`src/rtl/coproc_pkg.sv`:
```
// coproc_pkg: shared types and constants for the coprocessor scheduler
package coproc_pkg;
  localparam int ADDR_W = 8;
  localparam int DATA_W = 16;
  localparam logic [ADDR_W-1:0] INSTR_ADDR_DFLT = 8'd0;
  localparam logic [1:0] STAT_OK = 2'b00;
  localparam logic [1:0] STAT_OVF = 2'b01;
  localparam logic [1:0] STAT_TIMEOUT = 2'b10;
  typedef enum logic [2:0] {
    IDLE,
    HOST_ACC,
    WR_INSTR,
    RD_SETTLE,
    START,
    WAIT_DONE,
    REPORT
  } state_e;
endpackage

```
`src/rtl/sync_fifo.sv`:
```
// sync_fifo: single-clock FIFO with occupancy count and combinational head
module sync_fifo #(
  parameter int W = 16,
  parameter int DEPTH = 4
) (
  input  logic                       clk,
  input  logic                       reset,
  input  logic                       push_i,
  input  logic                       pop_i,
  input  logic [W-1:0]               wdata_i,
  output logic [W-1:0]               rdata_o,
  output logic                       full_o,
  output logic                       empty_o,
  output logic [$clog2(DEPTH):0]     count_o
);
  localparam int AW = $clog2(DEPTH);
  logic [W-1:0] mem_q [DEPTH];
  logic [AW-1:0] wp_q, rp_q;
  logic [AW:0] cnt_q;
  logic do_push, do_pop;
  assign full_o = cnt_q == (AW+1)'(DEPTH);
  assign empty_o = cnt_q == '0;
  assign do_push = push_i && !full_o;
  assign do_pop = pop_i && !empty_o;
  assign rdata_o = mem_q[rp_q];
  assign count_o = cnt_q;
  // storage needs no reset; only pointers decide what is valid
  always_ff @(posedge clk)
    if (do_push) mem_q[wp_q] <= wdata_i;
  // pointers wrap naturally at a power-of-two depth
  always_ff @(posedge clk or posedge reset)
    if (reset) begin
      wp_q <= '0;
      rp_q <= '0;
      cnt_q <= '0;
    end else begin
      if (do_push) wp_q <= wp_q + AW'(1);
      if (do_pop) rp_q <= rp_q + AW'(1);
      cnt_q <= cnt_q + (AW+1)'(do_push) - (AW+1)'(do_pop);
    end
endmodule

```
`src/rtl/coproc_scheduler.sv`:
```
// coproc_scheduler: instruction queue, coprocessor sequencing and memory port mux
module coproc_scheduler
  import coproc_pkg::*;
#(
  parameter int FIFO_DEPTH = 4,
  parameter int TIMEOUT_CYCLES = 1023,
  parameter logic [7:0] INSTR_ADDR = INSTR_ADDR_DFLT
) (
  input  logic                            clk,
  input  logic                            reset,
  input  logic                            cmd_valid,
  input  logic [15:0]                     cmd_instr,
  output logic                            cmd_ready,
  input  logic                            host_req,
  input  logic                            host_we,
  input  logic [7:0]                      host_addr,
  input  logic [15:0]                     host_wdata,
  output logic                            host_ack,
  output logic [15:0]                     host_rdata,
  output logic                            cop_start,
  output logic                            cop_reset,
  input  logic                            cop_done,
  input  logic                            cop_overflow,
  input  logic [7:0]                      cop_addr,
  input  logic                            cop_wb,
  input  logic [15:0]                     cop_wdata,
  output logic [7:0]                      mem_addr,
  output logic                            mem_we,
  output logic [15:0]                     mem_wdata,
  input  logic [15:0]                     mem_rdata,
  output logic                            busy,
  output logic                            stat_valid,
  output logic [1:0]                      stat_code,
  output logic [$clog2(FIFO_DEPTH):0]     fifo_count
);
  localparam int CW = $clog2(TIMEOUT_CYCLES+1);
  state_e state_q, state_d;
  logic [DATA_W-1:0] instr_q, head;
  logic [CW-1:0] cnt_q;
  logic ovf_q, done_q, ack_q, abort_q;
  logic [1:0] code_q;
  logic full, empty, pop, host_go, done_edge, tmo, cop_mode, wait_st;
  // the ack cycle is back in IDLE while host_req is still high; ignore it there
  assign host_go = host_req && !ack_q;
  assign pop = state_q == IDLE && !host_go && !empty;
  assign wait_st = state_q == WAIT_DONE;
  assign done_edge = cop_done && !done_q;
  assign tmo = cnt_q == CW'(TIMEOUT_CYCLES-1);
  assign cop_mode = state_q == START || wait_st;
  sync_fifo #(.W(DATA_W), .DEPTH(FIFO_DEPTH)) u_fifo (
    .clk(clk),
    .reset(reset),
    .push_i(cmd_valid),
    .pop_i(pop),
    .wdata_i(cmd_instr),
    .rdata_o(head),
    .full_o(full),
    .empty_o(empty),
    .count_o(fifo_count)
  );
  assign cmd_ready = !full;
  assign host_ack = ack_q;
  assign host_rdata = ack_q ? mem_rdata : '0;
  assign cop_start = state_q == START;
  assign cop_reset = abort_q;
  assign busy = state_q != IDLE;
  assign stat_valid = state_q == REPORT;
  assign stat_code = code_q;
  assign mem_addr = state_q == HOST_ACC ? host_addr : cop_mode ? cop_addr : INSTR_ADDR;
  assign mem_we = state_q == HOST_ACC ? host_we : state_q == WR_INSTR ? 1'b1 : cop_mode ? cop_wb : 1'b0;
  assign mem_wdata = state_q == HOST_ACC ? host_wdata : state_q == WR_INSTR ? instr_q : cop_mode ? cop_wdata : '0;
  // sequencing: host access beats queued work; done beats timeout
  always_comb begin
    state_d = state_q;
    case (state_q)
      IDLE:      state_d = host_go ? HOST_ACC : !empty ? WR_INSTR : IDLE;
      HOST_ACC:  state_d = IDLE;
      WR_INSTR:  state_d = RD_SETTLE;
      RD_SETTLE: state_d = START;
      START:     state_d = WAIT_DONE;
      WAIT_DONE: state_d = (done_edge || tmo) ? REPORT : WAIT_DONE;
      default:   state_d = IDLE;
    endcase
  end
  // state, run bookkeeping and registered pulses
  always_ff @(posedge clk or posedge reset)
    if (reset) begin
      state_q <= IDLE;
      instr_q <= '0;
      cnt_q <= '0;
      ovf_q <= 1'b0;
      done_q <= 1'b0;
      ack_q <= 1'b0;
      abort_q <= 1'b0;
      code_q <= STAT_OK;
    end else begin
      state_q <= state_d;
      done_q <= cop_done;
      ack_q <= state_q == HOST_ACC;
      abort_q <= wait_st && tmo && !done_edge;
      if (pop) instr_q <= head;
      cnt_q <= state_q == START ? '0 : wait_st ? cnt_q + CW'(1) : cnt_q;
      ovf_q <= state_q == START ? 1'b0 : ovf_q | (wait_st && cop_overflow);
      if (wait_st && (done_edge || tmo))
        code_q <= done_edge ? (ovf_q ? STAT_OVF : STAT_OK) : STAT_TIMEOUT;
    end
endmodule

```
`config.mk`:
```
export PLATFORM = sky130hd
export DESIGN_NAME = coproc_scheduler
export DESIGN_NICKNAME = d
export VERILOG_FILES = /design/src/rtl/coproc_pkg.sv /design/src/rtl/sync_fifo.sv /design/src/rtl/coproc_scheduler.sv
export SDC_FILE = /design/constraint.sdc
export NUM_CORES = 1
export LEC_CHECK = 0
export CAP_MARGIN = 10
export CORE_ASPECT_RATIO = 1.75
export CORE_MARGIN = 1.5
export CORE_UTILIZATION = 40
export DETAILED_ROUTE_END_ITERATION = 8
export GPL_ROUTABILITY_DRIVEN = 0
export PLACE_DENSITY = 0.72
export SYNTH_ARGS = -nofsm -noshare
export SYNTH_HDL_FRONTEND = slang
export SYNTH_SLANG_ARGS = --single-unit
export TNS_END_PERCENT = 20
```
`constraint.sdc`:
```
create_clock -name clk -period 2.2 [get_ports clk]
set_clock_uncertainty 0.15 [all_clocks]
set_input_delay 0.44 -clock clk [delete_from_list [all_inputs] [get_ports clk]]
set_output_delay 0.44 -clock clk [all_outputs]
set_load 0.05 [all_outputs]
```
==> reports/qor.yml, run 1 <==
status: "complete, but fails checks"
violations: "setup timing"
tns_ns: -4.10
cts_tree: "done"
synth_top_area_share_pct: 38.8
power_density_nw_per_um2: 1450
combPwrFrac_pct: 58.7
layout-drive-gt1-share_pct: 34.6
hold_class: "in -> async"
viasPerCell: 5.08
cts.sinks: 106
yosys-top-cells-area: "edfxtp_1 39%, dfrtp_1 21%, mux4_2 7.3%"
dr.pass1.iters: 4
drtAntennaViolNets: 0
core_um2: 12100
grt_pass1_vias: 3676
power_mw: 11.5
ir_drop_uv: 626
synth_edf_count: 64
netSwitchingPower_mw: 4.57
die_h_um: 150
p_int_mw: 6.94
antenna_found_initial: 0
ys_seq_area_share_pct: 60.0
route.detailed.drc: 0
tightest_slew_ns: 0.496
final-setup-viol-count: 23
die_area_um2: 13100
rsz0062_at_grt: "yes"
grt_start_max_net_pins: 43
swShare_pct: 39.7
slew_violations: 0
cts-root-buf: "clkbuf_16"
clk_latency_ns: 0.34
power.share.sequential_pct: 26.5
clock.fmax_ghz: 0.412
cp-start-kind: "flop"
maxSlewHeadroom_pct: 66.9
ys_warn_count: 0
cts_htree_levels: 3
diodes: 0
ioPinCount: 140
route.vias.total: 3568
ys_types: 41
die_x_um: 87.1
r2r_slack_ns: -0.04
grt_use_total_pct: 19.5
critical_path.max_fanout: 14
clk_pin_slew_worst_paths_ns: 0.07
cp.arrival_ns: 1.84
port_buffers: 139
wire_per_inst_um: 17.4
synth_seq_cells: 106
grt_pass1_wl_um: 19000
layout_min_cycle_time_ns: 2.43
cts_buffers: 9
power_frac_clock_pct: 14.8
final_nets: 631
synth_cells: 372
globalRouteOverflowTotal: 0
power.leakage_nw: 3.04
hpwl_um: 9220
syn_avg_cell_area_um2: 13.3
ys.flop_type: "edfxtp_1"
period_share_pct: 110
setup_ws_ns: -0.227
syn-cell-area_um2: 4950
clock_path_buffers: 2
async_reset_ff_share_pct: 39.6
yosysTopAreaCell: "edfxtp_1"
maxCapViolCount: 0
start_util_pct: 41.0
drt_iter0_drc: 161
post-place-ws_ns: -0.343
routed_wl_um: 12300
cp-end-kind: "output port"
syn-num-nets: 470
row_count: 53
areaGrowthSynthToFinish_pct: 59.9
critPathKind: "reg -> out"
required_ns: 1.61
finalHoldViolCount: 0
## Yosys cell counts (5+ instances only)
| cell | number |
|---|---|
| o21ai_0 | 28 |
| and3_1 | 7 |
| o21ai_1 | 5 |
| edfxtp_1 | 64 |
| clkbuf_1 | 10 |
| mux2_2 | 18 |
| and2_1 | 32 |
| mux4_2 | 16 |
| dfrtp_1 | 42 |
| ha_1 | 9 |
| nand2_1 | 41 |
| xnor2_1 | 5 |
| nand3_1 | 5 |
| inv_1 | 10 |
| a21oi_1 | 6 |
| mux2i_1 | 18 |
| nor2_1 | 9 |
## layout make-up
cell class	count	area [um2]
Fill cell	873	4150
Sequential cell	106	2970
Multi-Input combinational cell	234	2170
Timing Repair Buffer	171	2190
Clock inverter	7	100
Clock buffer	9	225
Inverter	11	41.3
Tap cell	165	206
## timing repair
action / in CTS / in global routing
pin swaps: 6 / 6
setup buffers: 4 / 0
gates resized for setup: 27 / 15
hold buffers: 0 / 0
setup endpoints to repair: 25 / 28
## cells in the final DEF (no fill, tap or decap), drive strengths merged, types with 9 or more instances in the layout
cell           instances
mux2                  18
clkbuf                 9
inv                   12
and2                  34
dfrtp                 42
buf                   81
ha                     9
mux4                  16
nand2                 41
clkdlybuf4s50         90
mux2i                 18
o21ai                 33
nor2                   9
edfxtp                64
## worst max-delay path: stages (launching register included)
cell and delay [ns]:
dfrtp_1 0.40, or3_4 0.43, buf_12 0.18, mux2i_2 0.17, o21ai_4 0.15, buf_12 0.15
## per-stage QoR
stage | cell area, um2 | instances | util [%] | hold WS, ns
2_1_floorplan | 5200 | 372 | - | 0.301
6_report | 7920 | 703 | 65.6 | 0.283
4_1_cts | 7850 | 703 | 65.1 | 0.285
5_1_grt | 7920 | 703 | 65.6 | 0.295
3_3_place_gp | 7400 | 683 | 61.3 | 0.323
3_5_place_dp | 7400 | 683 | 61.3 | 0.339
## power by group through the flow
stage	clock (mW)	combinational, mW	sequential (mW)
after floorplan	0	3.75	3.16
after global placement	0	6.37	3.04
after detailed placement	0	6.50	3.08
after CTS	1.74	6.74	3.04
after global routing	1.82	7.13	3.10
final	1.71	6.75	3.05
## sequential cells by signal, summed over array words and instances, names as in the netlist
signal	flops
state_q	3
done_q	1
cop_reset	1
instr_q	16
u_fifo.mem_q	64
host_ack	1
ovf_q	1
u_fifo.count_o	3
u_fifo.rp_q	2
u_fifo.wp_q	2
stat_code	2
cnt_q	10
## worst paths after layout
kind | from | end | depth (start not counted)
worst min register to register | instr_q[12]$_DFFE_PP0P_ | instr_q[12]$_DFFE_PP0P_ | 1
worst max-delay path | state_q[0]$_DFF_PP0_ | mem_wdata[7] | 5
max in group asynchronous | reset | state_q[2]$_DFF_PP0_ | 3
worst max register to register | state_q[0]$_DFF_PP0_ | u_fifo.count_o[1]$_DFF_PP0_ | 7
min in group clk | instr_q[12]$_DFFE_PP0P_ | instr_q[12]$_DFFE_PP0P_ | 1
worst min-delay path | reset | stat_code[0]$_DFFE_PP0P_ | 3
## layer usage
layer	share of wire (%)	GRT usage, %	up-vias
met5	0	0	-
met4	3.1	8.81	0
met3	5.9	4.93	19
met2	56	36.4	127
met1	35	20.0	1759
li1	-	-	1663
## cells by family (layout without fill, tap and decap cells)
family                     count (synthesis)  after routing  synth area share [%]
and+or+nand+nor                          120            120                  12.8
xor gates and xnor gates                   8              8                  1.42
AOI/OAI and AO/OA                         44             44                  4.78
adders and majority gates                 10             10                  2.68
DFF                                      106            106                  60.0
buffers and inverters                     32            198                  3.26
muxes                                     52             52                  15.0
Power figures use the tool's default switching activity.
==> run 2, diff against run 1 <==
- CTS_CLUSTER_DIAMETER: unset -> 100
==> results of run 2 <==
No change in the layout: final DEF, timing and power equal those of run 1.
==> run 3, diff against run 2 <==
- CAP_MARGIN: 10 -> unset
- SLEW_MARGIN: unset -> 30
==> results of run 3 <==
No change in the layout: final DEF, timing and power equal those of run 1.
